--- config.mk ---
export PLATFORM = sky130hd
export DESIGN_NAME = divide_seq
export DESIGN_NICKNAME = d
export VERILOG_FILES = /design/src/rtl/divide_seq.sv
export SDC_FILE = /design/constraint.sdc
export NUM_CORES = 1
export LEC_CHECK = 0
export ABC_AREA = 1
export CAP_MARGIN = 20
export CORE_MARGIN = 2
export CORE_UTILIZATION = 57
export DETAILED_ROUTE_END_ITERATION = 8
export PLACE_DENSITY_LB_ADDON = 0.12
export SKIP_CTS_REPAIR_TIMING = 1
export SLEW_MARGIN = 20
export SYNTH_ARGS = -nofsm -noshare
export SYNTH_HDL_FRONTEND = slang
export SYNTH_SLANG_ARGS = --single-unit
--- constraint.sdc ---
create_clock -name clk -period 16 [get_ports clk]
set_input_delay 1.6 -clock clk [delete_from_list [all_inputs] [get_ports clk]]
set_output_delay 1.6 -clock clk [all_outputs]
set_load 0.005 [all_outputs]
--- src/rtl/divide_seq.sv ---
// Sequential restoring divider, one quotient bit per clock, signed/unsigned, start/valid handshake.
// Optional build macro DIV_ZERO_FAST_EN: a zero divisor bypasses the iteration and finishes in one step.
module divide_seq #(
    parameter int WIDTH = 32
) (
    input  logic             clk,
    input  logic             rst,
    input  logic             start,
    input  logic             sign,
    input  logic [WIDTH-1:0] dividend,
    input  logic [WIDTH-1:0] divisor,
    output logic             ready,
    output logic             valid,
    output logic [WIDTH-1:0] quotient,
    output logic [WIDTH-1:0] remainder,
    output logic             div_by_zero
);

    localparam int CW = $clog2(WIDTH + 1);

    typedef enum logic [1:0] {IDLE, CALC, FIX} state_t;

    state_t           state_q, state_d;
    logic [CW-1:0]    cnt_q, cnt_d;
    logic [WIDTH-1:0] dq_q, dq_d;       // dividend shifts out MSB-first, quotient shifts in
    logic [WIDTH-1:0] rem_q, rem_d;
    logic [WIDTH-1:0] dvs_q, dvs_d;
    logic [WIDTH-1:0] quo_q, quo_d;
    logic [WIDTH-1:0] remo_q, remo_d;
    logic             negq_q, negq_d;
    logic             negr_q, negr_d;
    logic             zero_q, zero_d;
    logic             valid_q, valid_d;
    logic             dbz_q, dbz_d;

    logic [WIDTH:0]   shifted, trial;
    logic             dvd_neg, dvs_neg, dvs_zero;

    always_comb begin
        state_d = state_q;
        cnt_d   = cnt_q;
        dq_d    = dq_q;
        rem_d   = rem_q;
        dvs_d   = dvs_q;
        quo_d   = quo_q;
        remo_d  = remo_q;
        negq_d  = negq_q;
        negr_d  = negr_q;
        zero_d  = zero_q;
        dbz_d   = dbz_q;
        valid_d = 1'b0;

        shifted  = {rem_q, dq_q[WIDTH-1]};
        trial    = shifted - {1'b0, dvs_q};
        dvd_neg  = sign & dividend[WIDTH-1];
        dvs_neg  = sign & divisor[WIDTH-1];
        dvs_zero = (divisor == '0);

        case (state_q)
            IDLE: begin
                if (start) begin
                    // With a zero divisor the raw dividend is kept so the iteration
                    // leaves it untouched in the partial remainder.
                    dq_d    = (dvd_neg && !dvs_zero) ? -dividend : dividend;
                    dvs_d   = dvs_neg ? -divisor : divisor;
                    rem_d   = '0;
                    negq_d  = dvd_neg ^ dvs_neg;
                    negr_d  = dvd_neg;
                    zero_d  = dvs_zero;
                    cnt_d   = CW'(WIDTH);
                    state_d = CALC;
`ifdef DIV_ZERO_FAST_EN
                    if (dvs_zero) state_d = FIX;
`endif
                end
            end
            CALC: begin
                dq_d  = {dq_q[WIDTH-2:0], ~trial[WIDTH]};
                rem_d = trial[WIDTH] ? shifted[WIDTH-1:0] : trial[WIDTH-1:0];
                cnt_d = cnt_q - 1'b1;
                if (cnt_q == CW'(1)) state_d = FIX;
            end
            FIX: begin
                valid_d = 1'b1;
                dbz_d   = zero_q;
                if (zero_q) begin
                    quo_d  = '1;
`ifdef DIV_ZERO_FAST_EN
                    remo_d = dq_q;
`else
                    remo_d = rem_q;
`endif
                end else begin
                    quo_d  = negq_q ? -dq_q : dq_q;
                    remo_d = negr_q ? -rem_q : rem_q;
                end
                state_d = IDLE;
            end
            default: state_d = IDLE;
        endcase
    end

    always_ff @(posedge clk or posedge rst) begin
        if (rst) begin
            state_q <= IDLE;
            cnt_q   <= '0;
            dq_q    <= '0;
            rem_q   <= '0;
            dvs_q   <= '0;
            quo_q   <= '0;
            remo_q  <= '0;
            negq_q  <= 1'b0;
            negr_q  <= 1'b0;
            zero_q  <= 1'b0;
            valid_q <= 1'b0;
            dbz_q   <= 1'b0;
        end else begin
            state_q <= state_d;
            cnt_q   <= cnt_d;
            dq_q    <= dq_d;
            rem_q   <= rem_d;
            dvs_q   <= dvs_d;
            quo_q   <= quo_d;
            remo_q  <= remo_d;
            negq_q  <= negq_d;
            negr_q  <= negr_d;
            zero_q  <= zero_d;
            valid_q <= valid_d;
            dbz_q   <= dbz_d;
        end
    end

    assign ready       = (state_q == IDLE);
    assign valid       = valid_q;
    assign quotient    = quo_q;
    assign remainder   = remo_q;
    assign div_by_zero = dbz_q;

endmodule

==> results.sh, run 1 <==
export IMPL_setup_viol=0
export IMPL_drtAntennaViolNets=0
export IMPL_path_delay_family="buffers and inverters"
export IMPL_regToRegSetupSlack_ns=12.66
export IMPL_worstMarginPinSlew_ns=0.9243
export IMPL_antenna_cells=0
export IMPL_grt_pass1_wl_mm=59.75
export IMPL_finalSetupTns_ns=0
export IMPL_synthFlopType="dfrtp_1"
export IMPL_drive_gt1_share_pct=3.407
export IMPL_insertion_delay_ns=0.44
export IMPL_grt_remaining_overflow=0
export IMPL_viasPerCell=5.398
export IMPL_drt_iter0_drc=1290
export IMPL_dieHeight_um=155.4
export IMPL_syn_nets=2162
export IMPL_grt_pass1_vias=11960
export IMPL_path_depth=9
export IMPL_fin_nets=2266
export IMPL_worst_path_max_delay_cell="buf_4"
export IMPL_portBuffers=134
export IMPL_critPathMaxFanout=49
export IMPL_io_pins=135
export IMPL_crit_chain="clkdlybuf4s50_1, nand2_1, buf_4, clkinv_1, nor2_4, buf_4, inv_1, o22ai_1, a31o_2"
export IMPL_synth_edf_count=0
export IMPL_drt_pass1_iter_count=6
export IMPL_cts_max_level=4
export IMPL_layout_common_cells="nand2_1 (682), inv_1 (306), nand3_1 (221)"
export IMPL_synth_avg_cell_area_um2=6.362
export IMPL_hold_worst_slack_ns=0.4834
export IMPL_synth_area_leaders="dfrtp_1 (33%), nand2_1 (20%), inv_1 (8.8%)"
export IMPL_hpwl_mm=28.07
export IMPL_start_kind="input port"
export IMPL_timing_slew_headroom_pct=38.38
export IMPL_drv_cap=0
export IMPL_numClockSinks=173
export IMPL_crit_top_cell="buf_4"
export IMPL_end_kind="flop"
export IMPL_rsz0062_at_grt="false"
export IMPL_core_mm2=0.02257
export IMPL_yosysTopAreaCell="dfrtp_1"
export IMPL_path_buf_inv=5
export IMPL_placementRows=55
export IMPL_cp_arrival_ns=4.10
export IMPL_syn_area_mm2=0.01307
export IMPL_synth_seq_cells=173
export IMPL_synthDominantCellAreaShare_pct=33.11
export IMPL_numCtsBuffers=17
export IMPL_ir_worst_vdd_uv=47.90
export IMPL_grt_max_degree=101
export IMPL_grt_usage_pct=30.77
export IMPL_holdPathStages=2
export IMPL_wl_per_cell_um=14.80
export IMPL_finalCritPeriodShare_pct=23.25
export IMPL_ff2ff_path_depth=16
export IMPL_hp_class="reg -> reg"
export IMPL_via_count=13260
export IMPL_crit_required_ns=16.38
export IMPL_grt_antenna_before_repair=0
export IMPL_die_w_um=155.4
export IMPL_powerDensity_mw_per_mm2=60.09
export IMPL_fin_worst_skew_ns=0.01248
export IMPL_clk_pin_slew_worst_paths_ns=0.07
export IMPL_die_area_mm2=0.02416
export IMPL_synthArstFlopShare_pct=100.0
export IMPL_max_freq_mhz=268.8
export IMPL_yosysWarnings=0
export IMPL_cp_slowest_stage_delay_ns=0.50
export IMPL_start_util_pct=57.92
export IMPL_drt_wl_total_mm=36.35
export IMPL_post_route_min_period_ns=3.720
export IMPL_yosysSeqAreaShare_pct=33.11
export IMPL_finalPower_mw=0.9127
export IMPL_drc=0
export IMPL_area_delta_synth_final_pct=16.17
export IMPL_run_status="finished clean"
export IMPL_root_buffer="clkbuf_16"
export IMPL_clock_path_buffers=2
export IMPL_routabilityCongestion=0.9209
export IMPL_mostFrequentLayoutCell="nand2_1"
export IMPL_leakagePower_nw=7.788
export IMPL_hold_viol=0
export IMPL_drv_slew=0
export IMPL_path_class="in -> reg"
export IMPL_synth_cell_types=43
export IMPL_cts_tree="built"
export IMPL_synth_cells=2055
export IMPL_n_fill_cell=2113
final timing paths:
kind                            endpoint     startpoint
max                             dq_q[31]          start
min                        remainder[18]  remainder[18]
max reg2reg                    rem_q[21]       dq_q[31]
min reg2reg                remainder[18]  remainder[18]
max in group asynchronous       rem_q[0]            rst
min in group asynchronous    quotient[9]            rst
sequential cells by signal, summed over array words and instances (netlist names), 2 cells and up:
name / cells
dvs_q: 32
remainder: 32
rem_q: 32
cnt_q: 6
state_q: 2
dq_q: 32
quotient: 32
worst min-delay path: stages, from the launching register on:
cell,delay (ns)
dfrtp_1,0.34
nand2_1,0.05
o21ai_0,0.06
cell type report:
cell class | instances | area (µm²) | area share (%)
Multi-Input combinational cell | 1506 | 7310 | 48.13
Sequential cell | 173 | 4329 | 28.50
Timing Repair Buffer | 145 | 1424 | 9.375
Inverter | 316 | 1191 | 7.842
Clock buffer | 19 | 452.9 | 2.982
Tap cell | 285 | 356.6 | 2.348
Clock inverter | 13 | 125.1 | 0.8238
report_power, final:
| part | switching (mW) | total (mW) | internal (mW) |
|---|---|---|---|
| Sequential | 0 | 0.437 | 0.437 |
| Clock | 0.201 | 0.415 | 0.214 |
| Combinational | 0.0360 | 0.0609 | 0.0248 |
| Total | 0.237 | 0.913 | 0.676 |
cell usage after synthesis (2+ instances only):
cell type,count
nor3_1,30
a31oi_1,25
inv_2,3
inv_1,308
clkbuf_1,42
and2_1,2
nand4_1,22
a21oi_1,26
nand2_1,682
o31ai_1,3
xor2_1,50
nand3_2,2
xnor2_1,11
nor2_1,190
nand2_2,7
nor4_1,3
nand3_1,221
clkinv_1,5
o21bai_1,3
ha_1,38
o21ai_1,7
buf_2,12
buf_1,2
a22oi_1,30
dfrtp_1,173
nand3b_1,24
or2_1,2
nor2_2,8
o21ai_0,90
or2_2,2
o211ai_1,8
o22ai_1,11
buf_6,3
through the flow:
step                      area [µm²]  utilization, %  cells  worst slack (ns)
final                          15190           67.29   2457             12.28
after global routing           15190           67.29   2457             12.08
after detailed placement       14610           64.73   2425             11.87
after CTS                      15190           67.29   2457             12.28
after global placement         14610           64.73   2425             11.94
after floorplan                13070               -   2055             9.712
layer usage:
| metal | track usage, % | wire length, µm | up-vias |
|---|---|---|---|
| li1 | - | - | 6723 |
| met1 | 49.20 | 18450 | 5972 |
| met2 | 43.72 | 14430 | 519 |
| met3 | 3.733 | 2827 | 49 |
| met4 | 7.776 | 646 | 0 |
| met5 | 0 | 0 | - |
kinds of logic after synthesis:
kind of cell,after synthesis,synth area share [%]
AND/OR/NAND/NOR,1198,38.63
buffers and inverters,376,11.11
AO/OA/AOI/OAI,208,9.274
flip-flops,173,33.11
XOR/XNOR,61,4.086
adder cells (fa/ha/maj),39,3.790
No activity file was read; power rests on OpenSTA's default activity.
==> run 2: changes to the inputs <==
--- a/config.mk
+++ b/config.mk
@@ -8,7 +8,7 @@
 export ABC_AREA = 1
 export CAP_MARGIN = 20
 export CORE_MARGIN = 2
-export CORE_UTILIZATION = 57
+export CORE_UTILIZATION = 53
 export DETAILED_ROUTE_END_ITERATION = 8
 export PLACE_DENSITY_LB_ADDON = 0.12
 export SKIP_CTS_REPAIR_TIMING = 1
==> constraint.sdc (replaced) <==
create_clock -name clk -period 3.02 [get_ports clk]
set_input_delay 0.302 -clock clk [delete_from_list [all_inputs] [get_ports clk]]
set_output_delay 0.302 -clock clk [all_outputs]
set_load 0.005 [all_outputs]
==> results.sh, run 2 (same netlist as run 1, synthesis figures left out) <==
export IMPL_run_status="finished clean"
export IMPL_finalSetupTns_ns=0
export IMPL_ff2ff_path_depth=16
export IMPL_numClockSinks=173
export IMPL_worstReg2RegStart="dq_q[31]"
export IMPL_viasPerCell=5.276
export IMPL_fin_nets=2285
export IMPL_drt_pass1_iter_count=5
export IMPL_powerDensity_mw_per_mm2=319.5
export IMPL_rsz0062_at_grt="false"
export IMPL_via_count=13270
export IMPL_numCtsBuffers=17
export IMPL_worstMarginPinSlew_ns=0.8159
export IMPL_routabilityCongestion=0.9661
export IMPL_met3_usage_pct=3.493
export IMPL_placementRows=57
export IMPL_grt_usage_pct=29.68
export IMPL_fin_worst_skew_ns=0.01901
export IMPL_finalCritPeriodShare_pct=87.66
export IMPL_cts_tree="built"
export IMPL_root_buffer="clkbuf_16"
export IMPL_grt_pass1_wl_mm=61.90
export IMPL_mostFrequentLayoutCell="nand2_1"
export IMPL_drt_iter0_drc=1225
export IMPL_portBuffers=134
export IMPL_hp_class="in -> async"
export IMPL_cts_max_level=4
export IMPL_core_mm2=0.02425
export IMPL_antenna_cells=0
export IMPL_regToRegSetupSlack_ns=0.37
export IMPL_start_kind="flop"
export IMPL_wl_per_cell_um=14.92
export IMPL_drv_cap=0
export IMPL_grt_busiest_layer="met1"
export IMPL_path_class="reg -> reg"
export IMPL_use_met1_pct=48.20
export IMPL_leakagePower_nw=7.903
export IMPL_end_kind="flop"
export IMPL_ir_worst_vdd_uv=259.5
export IMPL_crit_required_ns=3.39
export IMPL_drc=0
export IMPL_grt_pass1_vias=12130
export IMPL_start_util_pct=53.92
export IMPL_post_route_min_period_ns=2.647
export IMPL_reg2reg_to="rem_q[18]"
export IMPL_drv_slew=0
export IMPL_die_w_um=161.1
export IMPL_area_delta_synth_final_pct=18.38
export IMPL_drive_gt1_share_pct=4.290
export IMPL_drtAntennaViolNets=0
export IMPL_io_pins=135
export IMPL_die_area_mm2=0.02594
export IMPL_clock_path_buffers=2
export IMPL_n_fill_cell=2345
export IMPL_cp_arrival_ns=3.02
export IMPL_clk_pin_slew_worst_paths_ns=0.08
export IMPL_setup_viol=0
export IMPL_layout_common_cells="nand2_1 (682), inv_1 (306), nand3_1 (221)"
export IMPL_insertion_delay_ns=0.44
export IMPL_critPathMaxFanout=20
export IMPL_timing_slew_headroom_pct=45.49
export IMPL_grt_antenna_before_repair=0
export IMPL_max_freq_mhz=377.7
export IMPL_grt_max_degree=64
export IMPL_drt_wl_total_mm=37.53
export IMPL_gr_usage_met2_pct=41.26
export IMPL_dieHeight_um=161.1
export IMPL_hpwl_mm=29.62
export IMPL_hold_viol=0
export IMPL_grt_remaining_overflow=0
export IMPL_fin_util_pct=63.82
-- run 2: cell count changes in the layout (fill, tap and decap cells not counted), sizes merged --
cell and change:
buf +19, inv -1, clkinvlp +2, bufinv +1, clkbuf -2
-- run 2: routing by layer --
metal  up-vias  wire length [µm]
met2       478             14640
met4         0               693
met1      5981             19430
met5         -                 0
li1       6768                 -
met3        42              2766
-- run 2: where the power goes --
group | leakage (nW) | switching, mW | internal (mW)
sequential | 2.20 | 0 | 2.31
combinational | 5.42 | 0.200 | 0.149
clock | 0.285 | 1.10 | 1.18
-- run 2: critical path, cell delays in order (launching register included) --
cell     delay [ns]
dfrtp_1        0.35
inv_1          0.10
ha_1           0.26
fa_1           0.42
inv_1          0.10
nand2_1        0.05
nand2_1        0.07
nand3_1        0.10
nand2_2        0.11
nand2_1        0.07
nand2_1        0.10
nand2_2        0.09
nand3_2        0.18
nand2_2        0.28
nand2_1        0.16
nand3_1        0.08
nand2_1        0.07
-- run 2: worst max path at each step --
stage               slack [ns]         to  startpoint  cells after the start
finish                    0.37  rem_q[18]    dq_q[31]                     16
global route              0.11  rem_q[18]    dq_q[31]                     16
CTS                       0.39  rem_q[24]    dq_q[31]                     16
detailed placement        0.41  rem_q[24]    dq_q[31]                     16
global placement          0.50    dq_q[8]  divisor[0]                     13
floorplan                 0.51   cnt_q[0]         rst                      1
-- run 2: stage by stage --
step | instances | setup slack, ns | cell area (µm²) | power (mW) | hold slack [ns]
final | 2515 | 0.3726 | 15480 | 4.945 | 0.3667
after global routing | 2515 | 0.1147 | 15480 | 5.108 | 0.4221
after CTS | 2515 | 0.3878 | 15480 | 4.966 | 0.3870
after detailed placement | 2483 | 0.4055 | 14880 | 2.708 | 0.4657
after global placement | 2483 | 0.4963 | 14880 | 2.705 | 0.4627
after floorplan | 2055 | 0.5073 | 13080 | 2.530 | 0.4489
-- run 2: cell type report --
class | count | area, µm² | area share, %
multi-input cells | 1506 | 7310 | 47.23
flip-flops and latches | 173 | 4329 | 27.97
repair buffers | 164 | 1642 | 10.61
inverters | 316 | 1190 | 7.689
clock buffers | 17 | 425.4 | 2.749
well taps | 324 | 405.4 | 2.619
clock inverters | 15 | 175.2 | 1.132
